--- src/rtl/addr_decoder_pkg.sv ---
// Shared types and constants for the address window decoder: bus FSM states,
// default parameter values and the boot-ROM window restored at reset.
package addr_decoder_pkg;

    typedef enum logic [1:0] {
        S_IDLE   = 2'd0,
        S_ACTIVE = 2'd1,
        S_BERR   = 2'd2
    } bus_state_e;

    localparam int DEF_NUM_REGIONS    = 8;
    localparam int DEF_TIMEOUT_CYCLES = 255;

    localparam logic [31:0] BOOT_ROM_BASE = 32'h0000_0000;
    localparam logic [31:0] BOOT_ROM_MASK = 32'hFFFF_8000;

    // A disabled watchdog (limit 0) still needs a 1-bit counter to stay legal.
    function automatic int wd_width(input int limit);
        return (limit > 0) ? $clog2(limit + 1) : 1;
    endfunction

endpackage

--- src/rtl/bus_timeout_counter.sv ---
// Bus-cycle watchdog: counts enabled cycles up to a limit, never wraps, and
// flags the cycle whose increment would reach the limit.
module bus_timeout_counter #(
    parameter int W = 8
) (
    input  logic         clk_i,
    input  logic         rst_i,
    input  logic         clear_i,
    input  logic         enable_i,
    input  logic [W-1:0] limit_i,
    output logic         expired_o
);

    logic [W-1:0] count_q, count_d;

    always_comb begin
        count_d = count_q;
        if (clear_i)
            count_d = '0;
        else if (enable_i && (count_q != limit_i))
            count_d = count_q + W'(1);
    end

    always_ff @(posedge clk_i or posedge rst_i) begin
        if (rst_i)
            count_q <= '0;
        else
            count_q <= count_d;
    end

    // Flag on the increment that lands on the limit so the owner can leave
    // on that same edge; limit 0 never expires.
    assign expired_o = enable_i && !clear_i && (limit_i != '0) &&
                       (count_q == limit_i - W'(1));

endmodule

--- src/rtl/address_window_decoder.sv ---
// Programmable address window decoder with one-hot region select, bus error
// generation on miss or watchdog timeout, and error logging.
module address_window_decoder
    import addr_decoder_pkg::*;
#(
    parameter int NUM_REGIONS    = DEF_NUM_REGIONS,
    parameter int TIMEOUT_CYCLES = DEF_TIMEOUT_CYCLES,
    localparam int IDX_W = (NUM_REGIONS > 1) ? $clog2(NUM_REGIONS) : 1
) (
    input  logic                   Clk,
    input  logic                   Reset_H,
    input  logic [31:0]            Address,
    input  logic                   AS_L,
    input  logic                   DTACK_L,
    input  logic                   CfgWrite_H,
    input  logic [IDX_W-1:0]       CfgIndex,
    input  logic [31:0]            CfgBase,
    input  logic [31:0]            CfgMask,
    input  logic                   CfgEnable_H,
    output logic [NUM_REGIONS-1:0] RegionSelect_H,
    output logic                   BusError_L,
    output logic [7:0]             ErrorCount,
    output logic [31:0]            LastErrorAddress
);

    localparam int             WD_W     = wd_width(TIMEOUT_CYCLES);
    localparam logic [WD_W-1:0] WD_LIMIT = WD_W'(TIMEOUT_CYCLES);

    logic [NUM_REGIONS-1:0][31:0] base_q, mask_q;
    logic [NUM_REGIONS-1:0]       en_q;

    bus_state_e             state_q, state_d;
    logic [NUM_REGIONS-1:0] sel_q, sel_d;
    logic                   acked_q, acked_d;
    logic [7:0]             ecnt_q, ecnt_d;
    logic [31:0]            laddr_q, laddr_d;

    logic [NUM_REGIONS-1:0] hit, hit_sel;
    logic                   cfg_ok;
    logic                   wd_clear, wd_enable, wd_expired;

    assign cfg_ok = CfgWrite_H && (32'(CfgIndex) < 32'(NUM_REGIONS));

    always_ff @(posedge Clk or posedge Reset_H) begin
        if (Reset_H) begin
            base_q    <= '0;
            mask_q    <= '0;
            en_q      <= '0;
            base_q[0] <= BOOT_ROM_BASE;
            mask_q[0] <= BOOT_ROM_MASK;
            en_q[0]   <= 1'b1;
        end else if (cfg_ok) begin
            base_q[CfgIndex] <= CfgBase;
            mask_q[CfgIndex] <= CfgMask;
            en_q[CfgIndex]   <= CfgEnable_H;
        end
    end

    for (genvar g = 0; g < NUM_REGIONS; g++) begin : g_win
        assign hit[g] = en_q[g] && ((Address & mask_q[g]) == (base_q[g] & mask_q[g]));
    end

    // Isolate the lowest set bit: lowest-index window wins, result is one-hot.
    assign hit_sel = hit & (~hit + NUM_REGIONS'(1));

    bus_timeout_counter #(.W(WD_W)) u_wd (
        .clk_i     (Clk),
        .rst_i     (Reset_H),
        .clear_i   (wd_clear),
        .enable_i  (wd_enable),
        .limit_i   (WD_LIMIT),
        .expired_o (wd_expired)
    );

    // Watchdog only runs while the access is waiting for its first DTACK.
    assign wd_enable = (state_q == S_ACTIVE) && DTACK_L && !acked_q;

    always_comb begin
        state_d  = state_q;
        sel_d    = sel_q;
        acked_d  = acked_q;
        ecnt_d   = ecnt_q;
        laddr_d  = laddr_q;
        wd_clear = 1'b0;
        unique case (state_q)
            S_IDLE: begin
                wd_clear = 1'b1;
                acked_d  = 1'b0;
                if (!AS_L) begin
                    if (|hit_sel) begin
                        sel_d   = hit_sel;
                        state_d = S_ACTIVE;
                    end else begin
                        state_d = S_BERR;
                    end
                end
            end
            S_ACTIVE: begin
                if (!DTACK_L)
                    acked_d = 1'b1;
                if (AS_L) begin
                    sel_d   = '0;
                    state_d = S_IDLE;
                end else if (wd_expired) begin
                    sel_d   = '0;
                    state_d = S_BERR;
                end
            end
            S_BERR: begin
                if (AS_L) begin
                    sel_d   = '0;
                    state_d = S_IDLE;
                end
            end
            default: begin
                sel_d   = '0;
                state_d = S_IDLE;
            end
        endcase
        if ((state_d == S_BERR) && (state_q != S_BERR)) begin
            if (ecnt_q != 8'hFF)
                ecnt_d = ecnt_q + 8'd1;
            laddr_d = Address;
        end
    end

    always_ff @(posedge Clk or posedge Reset_H) begin
        if (Reset_H) begin
            state_q <= S_IDLE;
            sel_q   <= '0;
            acked_q <= 1'b0;
            ecnt_q  <= '0;
            laddr_q <= '0;
        end else begin
            state_q <= state_d;
            sel_q   <= sel_d;
            acked_q <= acked_d;
            ecnt_q  <= ecnt_d;
            laddr_q <= laddr_d;
        end
    end

    assign RegionSelect_H   = sel_q;
    assign BusError_L       = (state_q != S_BERR);
    assign ErrorCount       = ecnt_q;
    assign LastErrorAddress = laddr_q;

endmodule

--- config.mk ---
export PLATFORM = sky130hd
export DESIGN_NAME = address_window_decoder
export DESIGN_NICKNAME = d
export VERILOG_FILES = /design/src/rtl/addr_decoder_pkg.sv /design/src/rtl/bus_timeout_counter.sv /design/src/rtl/address_window_decoder.sv
export SDC_FILE = /design/constraint.sdc
export NUM_CORES = 1
export LEC_CHECK = 0
export ABC_CLOCK_PERIOD_IN_PS = 43100
export CAP_MARGIN = 0
export CELL_PAD_IN_SITES_DETAIL_PLACEMENT = 1
export CELL_PAD_IN_SITES_GLOBAL_PLACEMENT = 2
export CORE_MARGIN = 8
export CORE_UTILIZATION = 43
export DETAILED_ROUTE_END_ITERATION = 12
export PLACE_DENSITY_LB_ADDON = 0.1
export SKIP_CTS_REPAIR_TIMING = 1
export SYNTH_ARGS = -nofsm -noshare
export SYNTH_HDL_FRONTEND = slang
export SYNTH_SLANG_ARGS = --single-unit
--- constraint.sdc ---
create_clock -name Clk -period 43.1 [get_ports Clk]
set_clock_uncertainty 0.1 [all_clocks]
set_input_delay 6.465 -clock Clk [delete_from_list [all_inputs] [get_ports Clk]]
set_output_delay 6.465 -clock Clk [all_outputs]
set_load 0.01 [all_outputs]
==> results.toml, run 1 <==
[worst_hold_path]
hold_class = "reg -> reg"

[worst_setup_path]
crit_arrival_ns = 10.72
crit_family = "compound AO/OA/AOI/OAI gates"
critPathKind = "in -> reg"
crit_path_end_kind = "register"
crit_required_ns = 43.47
critical_path.max_stage_delay_ns = 0.87
crit_fanout = 32
start_kind = "input port"
crit_chain = "clkdlybuf4s50_1 > xor2_1 > a22o_1 > a221oi_1 > nand4_1 > nand4_2 > o31ai_4 > nand2_4 > mux2_2"
path_buf_inv = 1
slowest_stage = "clkdlybuf4s50_1"

[clock_network]
cts_made_buffers = 67
clk_path_buf_depth = 3
clk_pin_slew_ns = 0.06
cts_sinks = 579
clk-insertion-delay-late_ns = 0.60
htree_levels = 3
cts_root_buf = "clkbuf_16"
cts_tree = "done"

[global_route]
grt-ovfl-total = 0
grt_pass1_wl_um = 120000
grtUsageTotal_pct = 24.4
grt_pass1_vias = 16668
antenna_found_initial = 5
grt_max_degree = 112

[yosys]
synth.largest_area_cell = "dfrtp_1"
synth-seq-cells = 579
synth_area_leaders = "dfrtp_1 (55%), mux2_2 (23%), xor2_1 (8.9%)"
synth_seq_area_share_pct = 56.8
synthArstFlopShare_pct = 100
synth_top_cell_area_share_pct = 54.9
avgSynthCellArea_um2 = 14.4
synth_commonest_cells = "dfrtp_1 (561), mux2_2 (524), xor2_1 (260)"
synth_edf_count = 0
syn_nets = 1880
synth_most_common_cell = "dfrtp_1"
synth_cell_types = 45
ys_warn_count = 0
synthFlopType = "dfrtp_1"
syn_area_um2 = 25600
syn_inst = 1772

[finish]
fin_nets = 2033
final_area_um2 = 30000
drive_gt1_share_pct = 36.2
final_core_util_pct = 51.0
syn2layout_area_growth_pct = 17.6
diodes = 0

[run_status]
status = "finished, final reports clean"

[placed_design]
port-buffer-count = 153
hpwl_um = 54900
place_congestion = 0.809
dpl_cell_area_um2 = 27800

[sta]
fmax_mhz = 96.6
max-slew-margin-rel_pct = 24.9
rsz0062_at_grt = "no"
fin_hold_ws_ns = 0.391
finalCritPeriodShare_pct = 24.0
final-setup-viol-count = 0
hold_viol_final = 0
finalCriticalPeriod_ns = 10.35
maxSlewViolCount = 0
worst_pin_slew_ns = 1.13
finalSetupTns_ns = 0

[floorplanning]
fp.dieW_um = 260
rows = 89
core-area_um2 = 58900
dieHeight_um = 260
io-pin-count = 154
start_util_pct = 43.4
die_area_um2 = 67500

[detailed_routing]
vias_per_cell = 5.63
avgRoutedWirePerCell_um = 29.6
wl_um = 81200
drt_iter0_drc = 1008
drt.antenna.violating_nets = 0
first_pass_iters = 5
vias = 15463
drc = 0

[flow_run]
drv_cap = 0

[power_and_ir_drop]
leakage_nw = 13.0
peakVddDrop_mv = 0.0267
power.total_mw = 1.64
power.density_nw_per_um2 = 54.7
-- per-layer routing --
metal / track usage [%] / routed length (µm)
met5: 0 / 0
met4: 6.85 / 2090
met3: 3.93 / 3050
met2: 38.8 / 38400
met1: 34.4 / 37700
-- power by group --
group | switching (mW) | leakage [nW] | internal (mW)
clock network | 0.227 | 1.12 | 0.352
registers | 0.0706 | 6.95 | 0.663
logic | 0.167 | 4.91 | 0.165
total | 0.464 | 13.0 | 1.18
-- sequential cells by signal, indices dropped and copies added (netlist names) --
name,count
en_q,8
state_q,2
ErrorCount,8
LastErrorAddress,32
acked_q,1
mask_q,256
base_q,256
RegionSelect_H,8
u_wd.count_q,8
-- stage by stage --
| step | cells | worst slack [ns] |
|---|---|---|
| floorplan | 1772 | 20.37 |
| detailed placement | 2629 | 32.20 |
| CTS | 2748 | 32.80 |
| global placement | 2629 | 32.24 |
| finish | 2748 | 32.75 |
| global route | 2748 | 32.69 |
-- kinds of logic (layout without fill, tap and decap cells) --
logic type	count (synthesis)	after routing	synth area share, %
AND/OR/NAND/NOR	120	120	2.59
flip-flops	579	579	56.8
adder cells (fa/ha/maj)	3	3	0.147
multiplexers	554	554	24.9
buffers and inverters	102	305	1.96
AO/OA/AOI/OAI	148	148	4.54
XOR/XNOR	266	266	9.12
-- final cells by class --
type	instances	area, µm²
Timing Repair Buffer	176	1700
Clock inverter	21	214
Clock buffer	98	2040
Fill cell	5707	28900
Sequential cell	579	14500
Inverter	10	45.0
Tap cell	773	967
Multi-Input combinational cell	1091	10600
-- placed cells by master, fill, tap and decap left out, types with 9 or more instances in the layout --
cell type and count:
buf_4 23, clkbuf_16 71, and3_1 9, mux2_2 524, nand2_1 24, inv_1 9, a22oi_1 81, clkbuf_8 16
dfrtp_1 561, nor2_1 15, a22o_1 16, clkdlybuf4s50_1 153, a221oi_1 16, xor2_1 260, dfstp_2 18, clkinv_2 14
clkbuf_1 11, mux2_4 30, nor3_1 11, nand4_1 33
-- worst paths after layout --
check / start / to / slack, ns / cells past startpoint
setup / recovery: Address[28] / LastErrorAddress[30] / 32.75 / 9
hold / removal: ErrorCount[4] / ErrorCount[4] / 0.39 / 1
setup reg to reg: base_q[171] / LastErrorAddress[3] / 39.28 / 9
hold reg to reg: ErrorCount[4] / ErrorCount[4] / 0.39 / 1
max in group asynchronous: Reset_H / base_q[89] / 34.21 / 4
min in group asynchronous: Reset_H / LastErrorAddress[18] / 6.30 / 2
No activity file was read; power rests on OpenSTA's default activity.
==> run 2, diff against run 1 <==
Settings changed: ABC_CLOCK_PERIOD_IN_PS 43100 to 9530.
Clock period 43.1 ns to 9.53 ns, I/O delays scaled along.
==> run 2 against run 1 <==
Against the previous run:
- combinational power rose to 4.5 times the previous value
- largest cell class unchanged
- clock-buffer cell count rose by 3
- wire length rose by 0.84%
- cell area fell by 0.26%
- die area did not move
- register-to-register slack got worse by 34 ns
- final cell count fell by 0.11%
- non-clock buffer count fell by 1
==> results.toml, run 2 (synthesized netlist as in run 1, its figures left out) <==
[finish]
layout.cells.most_common = "dfrtp_1"
fin_nets = 2031
syn2layout_area_growth_pct = 17.3
drive_gt1_share_pct = 35.6
final_cell_mix = "dfrtp_1 (561), mux2_2 (524), xor2_1 (260)"
stdcell_count = 2745

[clock_network]
clk_path_buf_depth = 3
cts_root_buf = "clkbuf_16"
clk-insertion-delay-late_ns = 0.61
cts_made_buffers = 66
cts_sinks = 579
clk_pin_slew_ns = 0.06
cts_tree = "done"
htree_levels = 3

[worst_setup_path]
start_kind = "input port"
critPathLaunch = "Address[20]"
r2r_start = "base_q[171]"
cp-endpoint = "LastErrorAddress[30]"
crit_fanout = 32
critPathKind = "in -> reg"
critical_path.max_stage_delay_ns = 0.78
crit_path_end_kind = "register"
crit_required_ns = 9.91
crit_arrival_ns = 5.65
crit_chain = "clkdlybuf4s50_1 > xor2_1 > a22oi_1 > nand4_1 > nor3_1 > a22oi_2 > nand4_2 > o31ai_4 > nand2_4 > mux2_2"
reg2reg_slack_ns = 5.67
r2r_end = "LastErrorAddress[5]"
r2r_cells = 9
slowest_stage = "clkdlybuf4s50_1"

[sta]
setup_ws_ns = 4.26
maxSlewViolCount = 0
finalCriticalPeriod_ns = 5.27
hold_viol_final = 0
rsz0062_at_grt = "no"
finalSetupTns_ns = 0
worst_pin_slew_ns = 1.15
final-setup-viol-count = 0
finalCritPeriodShare_pct = 55.3
max-slew-margin-rel_pct = 23.5
fmax_mhz = 190

[global_route]
gr-max-usage-layer = "met2"
grt-ovfl-total = 0
use_met1_pct = 33.8
antenna_found_initial = 6
grtUsageTotal_pct = 24.5
grt_pass1_vias = 16862
met2_usage_pct = 39.7
grt_max_degree = 170
grt_use_met3_pct = 3.63
grt_pass1_wl_um = 121000

[detailed_routing]
vias_per_cell = 5.67
drt.antenna.violating_nets = 0
drt_iter0_drc = 968
wl_um = 81900
avgRoutedWirePerCell_um = 29.8
drc = 0
vias = 15556
first_pass_iters = 6

[power_and_ir_drop]
leakage_nw = 12.9
power_frac_clock_pct = 34.4
power_frac_seq_pct = 45.2
power.density_nw_per_um2 = 246
peakVddDrop_mv = 0.168
combPwrFrac_pct = 20.4
swShare_pct = 28.5
p_int_mw = 5.27
power.switching_mw = 2.10

[placed_design]
place_congestion = 0.811
placed_cells_incl_taps = 2628
hpwl_um = 55200
port-buffer-count = 153
place_ws_ns = 3.56

[flow_run]
drv_cap = 0

[worst_hold_path]
hold_class = "reg -> reg"

[floorplanning]
dieHeight_um = 260
rows = 89
start_util_pct = 43.4
die_area_um2 = 67500
io-pin-count = 154
fp.dieW_um = 260
core-area_um2 = 58900

[run_status]
status = "finished, final reports clean"
## run 2: cell types whose count changed in the layout (fill, tap and decap cells not counted), moves of 2 or more
cell / before / now
clkbuf_1: 11 / 19
clkinv_2: 14 / 9
clkbuf_8: 16 / 12
buf_4: 23 / 20
buf_12: 0 / 2
## run 2: layer usage
layer  vias to the layer above  wire, µm
li1                       6646         -
met1                      8471     36900
met2                       317     39600
met3                       122      2820
met4                         0      2640
met5                         -         0
## run 2: worst min-delay path by stage
stage                startpoint     endpoint  cells after the start
CTS                     acked_q      acked_q                      2
global placement        acked_q      acked_q                      2
global route        mask_q[227]  mask_q[227]                      1
floorplan               acked_q      acked_q                      2
finish                  acked_q      acked_q                      2
detailed placement      acked_q      acked_q                      2
## run 2: power by group through the flow
stage / Sequential [mW] / Clock (mW) / Combinational (mW)
3_5_place_dp: 3.37 / 0 / 1.51
3_3_place_gp: 3.33 / 0 / 1.47
5_1_grt: 3.40 / 2.68 / 1.61
4_1_cts: 3.33 / 2.59 / 1.52
6_report: 3.33 / 2.54 / 1.50
2_1_floorplan: 3.30 / 0 / 0.917
## run 2: per-stage QoR
stage	power, mW	cell area (µm²)	util, %	hold WS [ns]
floorplan	4.22	25600	-	0.359
global placement	4.81	27800	47.2	0.376
detailed placement	4.88	27800	47.2	0.390
CTS	7.44	30000	50.9	0.403
global route	7.69	30000	50.9	0.417
finish	7.37	30000	50.9	0.396
## run 2: layout make-up
cell class,count,area (µm²)
fillers,5746,28900
flip-flops and latches,579,14500
multi-input cells,1091,10600
clock buffers,101,1990
repair buffers,175,1720
well taps,773,967
clock inverters,15,169
inverters,10,41.3
diodes,1,2.50
## run 2: worst max-delay path: cells and delay by family
kind	cells	cell delay [ns]
AO/OA/AOI/OAI	3	0.96
XOR/XNOR	1	0.32
buffers and inverters	1	0.78
multiplexers	1	0.41
AND/OR/NAND/NOR	4	1.66
==> RTL edit 1, RTL diff (config.mk and constraints of run 2) <==
Reset style: synchronous (`Reset_H` and `rst_i`), changed in 3 clocked blocks.
--- a/src/rtl/bus_timeout_counter.sv
+++ b/src/rtl/bus_timeout_counter.sv
@@ -23,3 +23,3 @@
 
-    always_ff @(posedge clk_i or posedge rst_i) begin
+    always_ff @(posedge clk_i) begin
         if (rst_i)
--- a/src/rtl/address_window_decoder.sv
+++ b/src/rtl/address_window_decoder.sv
@@ -43,3 +43,3 @@
 
-    always_ff @(posedge Clk or posedge Reset_H) begin
+    always_ff @(posedge Clk) begin
         if (Reset_H) begin
@@ -126,3 +126,3 @@
 
-    always_ff @(posedge Clk or posedge Reset_H) begin
+    always_ff @(posedge Clk) begin
         if (Reset_H) begin
Function: changed (Yosys sat finds a counterexample within 4 cycles, from zero or initial values and one cycle with Reset_H high; the reset may be asserted at any time).
==> RTL edit 1 against run 2 <==
- sequential cell count did not move
- critical endpoint is now ErrorCount[6]$_SDFFE_PP0P_
- count of clock-buffer cells in the layout grew 1
- non-clock buffer count increased by 11
- critical path type unchanged
- design area decreased by 5.9%
- sequential share of layout area down 7.3 points
- global-route usage rose by 8.2 points
- routed wire length rose by 33%
- via count is 46% higher
- worst setup slack worse by 0.077 ns
- synthesized area fell by 3.7%
Power is not compared: it rests on default switching activity, and its combinational part moved more than twofold at a synthesized area within 25%.
==> RTL edit 1: results (changes against run 2) <==
* Met1 global-route usage at 42.73% (+8.9 points)
* Highest routing layer actually used: met5
* Worst Path Arrival at 5.73 ns (+0.08 ns)
* GR Util met2 at 51.68% (+12 points)
* Area share of xor/xnor cells in the synthesized design at 9.259% (+0.14 points)
* Result of the run: finished clean
* Routed length on met2 at 48.12 mm (+22%)
* Adder-cell share of the synthesized area at 0.1526% (+0.0057 points)
* Cell type group with the largest total delay on the critical path: buffers and inverters
* Post-detail-place hpwl at 71.17 mm (+29%)
* GRT Total Usage at 32.71% (+8.2 points)
* Total placed cells including tap cells at 3720 (+42%)
* Post-detailed-placement cell area at 0.02596 sq mm (-6.6%)
* Compound-Gate Fraction of Synth Area at 17.65% (+13 points)
* Count of cell types in the netlist at 51 (+13%)
* Synth Net Count at 3181 (+69%)
* Iter 0 DRT Violations at 2055 (+110%)
* Most frequently used flop master after synthesis: sky130_fd_sc_hd__dfxtp_1
* Number of global-route vias before repair at 22450 (+33%)
* WL met3 at 8.499 mm (+200%)
* Layout filler cell count at 6646 (+16%)
* Wire length of the first global-routing pass at 155.4 mm (+28%)
* Antenna violations before repair at 3 (-3)
* Most area-consuming cells after synthesis: sky130_fd_sc_hd__dfxtp_1 47%, sky130_fd_sc_hd__nand2_1 16%, sky130_fd_sc_hd__a21oi_1 10%
* Detail-routed net length per standard cell at 28.38 um (-4.9%)
* Post-synth top cells: 1069 x sky130_fd_sc_hd__nand2_1, 579 x sky130_fd_sc_hd__dfxtp_1, 509 x sky130_fd_sc_hd__a21oi_1
* Maximum number of pins on one net before global-route repair at 189 (+11%)
* Worst max-slew margin expressed relative to the limit at 17.63% (-5.9 points)
* Largest fanout on the critical path at 40 (+25%)
* Drt via density at 5.899 (+4.1%)
* Routed length on met1 at 46.06 mm (+25%)
* Number of CTS-inserted buffers at 68 (+3.0%)
* Number of vias in the routed layout at 22630 (+46%)
* Multiplexer share of the synthesized area at 0.2238% (-25 points)
* Max incr delay on CP at 1.07 ns (+0.29 ns)
* Sequential share of the synthesized area at 47.13% (-9.7 points)
* Cell count after synthesis at 3073 (+73%)
* Share of post-route cells with drive strength above 1 at 5.779% (-30 points)
* Proportion of register bits with asynchronous set or reset after synthesis at 0% (-100 points)
[RTL edit 1: changes by cell type after synthesis, moves of 18 or more]
cell	delta
sky130_fd_sc_hd__a21oi_1	+503
sky130_fd_sc_hd__a31o_1	+20
sky130_fd_sc_hd__buf_1	+27
sky130_fd_sc_hd__buf_4	+72
sky130_fd_sc_hd__clkbuf_1	+109
sky130_fd_sc_hd__dfrtp_1	-561
sky130_fd_sc_hd__dfstp_2	-18
sky130_fd_sc_hd__dfxtp_1	+579
sky130_fd_sc_hd__mux2_2	-520
sky130_fd_sc_hd__mux2_4	-30
sky130_fd_sc_hd__nand2_1	+1045
sky130_fd_sc_hd__nand3_1	+20
sky130_fd_sc_hd__o311a_1	+32
[RTL edit 1: path summary, 6_finish.rpt]
kind                                end  slack, ns                     start  depth (start not counted)
min reg2reg     mask_q[51]$_SDFFE_PP0P_       0.36   mask_q[51]$_SDFFE_PP0P_                          2
min             mask_q[51]$_SDFFE_PP0P_       0.36   mask_q[51]$_SDFFE_PP0P_                          2
max          ErrorCount[6]$_SDFFE_PP0P_       4.18               Address[11]                         12
max reg2reg  ErrorCount[6]$_SDFFE_PP0P_       5.79  base_q[154]$_SDFFE_PP0P_                         11
[RTL edit 1: final cells by class]
type                       count  area share (%)
tap                          756           3.355
inverter                       6         0.08431
clock buffer                 102           7.362
sequential                   579           41.11
multi-input combinational   2193           41.15
timing repair buffer         186           6.372
clock inverter                14          0.5547
antenna                        1        0.008875
[RTL edit 1: power breakdown]
group,switching (uW),leakage [uW],internal (uW)
Sequential,46.6,0.00469,2480
Clock,1060,0.00110,1580
Combinational,388,0.00442,165
Total,1500,0.0102,4230
==> RTL edit 2, RTL diff (flow settings as in run 2) <==
Without the edit above. `DEF_TIMEOUT_CYCLES`: 255 -> 510.
--- a/src/rtl/addr_decoder_pkg.sv
+++ b/src/rtl/addr_decoder_pkg.sv
@@ -11,3 +11,3 @@
     localparam int DEF_NUM_REGIONS    = 8;
-    localparam int DEF_TIMEOUT_CYCLES = 255;
+    localparam int DEF_TIMEOUT_CYCLES = 510;
 
Formal check against the unedited RTL: same outputs for any inputs over 4 cycles, from zero or initial values and one cycle with Reset_H high; that may be too few to reach the edited logic, so the function may still have changed.
==> RTL edit 2 against run 2 <==
- synthesized area increased by 3.4%
- routed wire length increased by 27%
- sequential cell count increased by 1
- design area increased by 3.4%
- total power increased by 7.4%
- sequential share of layout area decreased by 1.5 points
- largest power group unchanged
- sequential power increased by 2%
- via count increased by 13%
- first-iteration DRC count increased by 42%
- non-clock buffer count decreased by 1
- worst setup slack got worse by 0.58 ns
==> RTL edit 2: results (changes against run 2) <==
* Max incr delay on CP at 1.14 ns (+0.36 ns)
* Wire length after detailed routing at 104.0 mm (+27%)
* GP Congestion at 0.9297 (+15%)
* Non-filler cells, final at 2912 (+6.1%)
* Worst Max-Slew Pin Slew at 1.379 ns (+0.2315 ns)
* Average cell area after synthesis at 13.79 sq um (-4.3%)
* Worst Path Arrival at 6.23 ns (+0.58 ns)
* Share of post-route cells with drive strength above 1 at 33.71% (-1.9 points)
* Met1 global-route usage at 41.18% (+7.3 points)
* Count of cell types in the netlist at 46 (+2.2%)
* Combinational power share at 23.4% (+3.0 points)
* Crit Reg-Reg Startpoint: base_q[242]$_DFFE_PP0P_
* Synth Net Count at 2025 (+7.7%)
* Sequential share of the synthesized area at 55.00% (-1.8 points)
* Routed length on met2 at 48.71 mm (+23%)
* Total placed cells including tap cells at 2785 (+6.0%)
* Achievable frequency at 171.0 MHz (-9.9%)
* Post-detail-place hpwl at 73.99 mm (+34%)
* Register-to-register path setup slack at 4.98 ns (-0.69 ns)
* Wire length of the first global-routing pass at 146.7 mm (+21%)
* Cell type group with the largest total delay on the critical path: compound AO/OA/AOI/OAI gates
* WL met3 at 6.427 mm (+130%)
* Met3 usage in global routing at 5.783% (+2.1 points)
* Slowest CP cell: sky130_fd_sc_hd__o31ai_4
* Antenna violations before repair at 12 (+6)
* Number of cells on the worst reg-to-reg path at 10 (+1)
* Number of CTS-inserted buffers at 68 (+3.0%)
* Iter 0 DRT Violations at 1376 (+42%)
* Fraction of power consumed by sequential logic at 42.9% (-2.3 points)
* Result of the run: finished clean
* Drt via density at 6.036 (+6.5%)
* Maximum number of pins on one net before global-route repair at 175 (+2.9%)
* Crit. Startpoint: Address[18]
RTL edit 2: layout make-up:
cell class	count	area, sq um	area share (%)
Sequential cell	580	14540	46.94
Multi-Input combinational cell	1236	11380	36.74
Clock buffer	108	2133	6.889
Timing Repair Buffer	174	1739	5.616
Tap cell	790	988.4	3.192
Clock inverter	15	158.9	0.5131
Inverter	5	22.52	0.07273
Antenna cell	4	10.01	0.03232
RTL edit 2: cells by family (layout without fill, tap and decap cells):
family	Yosys count	count (layout)	synth area share [%]
other cells	0	4	0
mux	554	554	23.82
compound gates	200	200	5.946
flops	580	580	55.00
simple gates	209	209	4.109
xor+xnor	269	269	8.914
buf+inv	100	302	2.026
fa+ha+maj	4	4	0.1894
RTL edit 2: worst min-delay path by stage:
stage	slack [ns]	start	endpoint	cells past startpoint
floorplan	0.35	state_q[0]$_DFF_PP0_	RegionSelect_H[0]$_DFFE_PP0P_	1
global placement	0.36	RegionSelect_H[0]$_DFFE_PP0P_	RegionSelect_H[0]$_DFFE_PP0P_	2
detailed placement	0.37	RegionSelect_H[7]$_DFFE_PP0P_	RegionSelect_H[7]$_DFFE_PP0P_	2
CTS	0.39	RegionSelect_H[7]$_DFFE_PP0P_	RegionSelect_H[7]$_DFFE_PP0P_	2
global route	0.41	RegionSelect_H[7]$_DFFE_PP0P_	RegionSelect_H[7]$_DFFE_PP0P_	2
finish	0.38	RegionSelect_H[7]$_DFFE_PP0P_	RegionSelect_H[7]$_DFFE_PP0P_	2
RTL edit 2: worst min-delay path, cell delays in order, from the launching register on:
cell	delay, ns
sky130_fd_sc_hd__dfrtp_1	0.34
sky130_fd_sc_hd__nand2_1	0.05
sky130_fd_sc_hd__o31ai_1	0.05
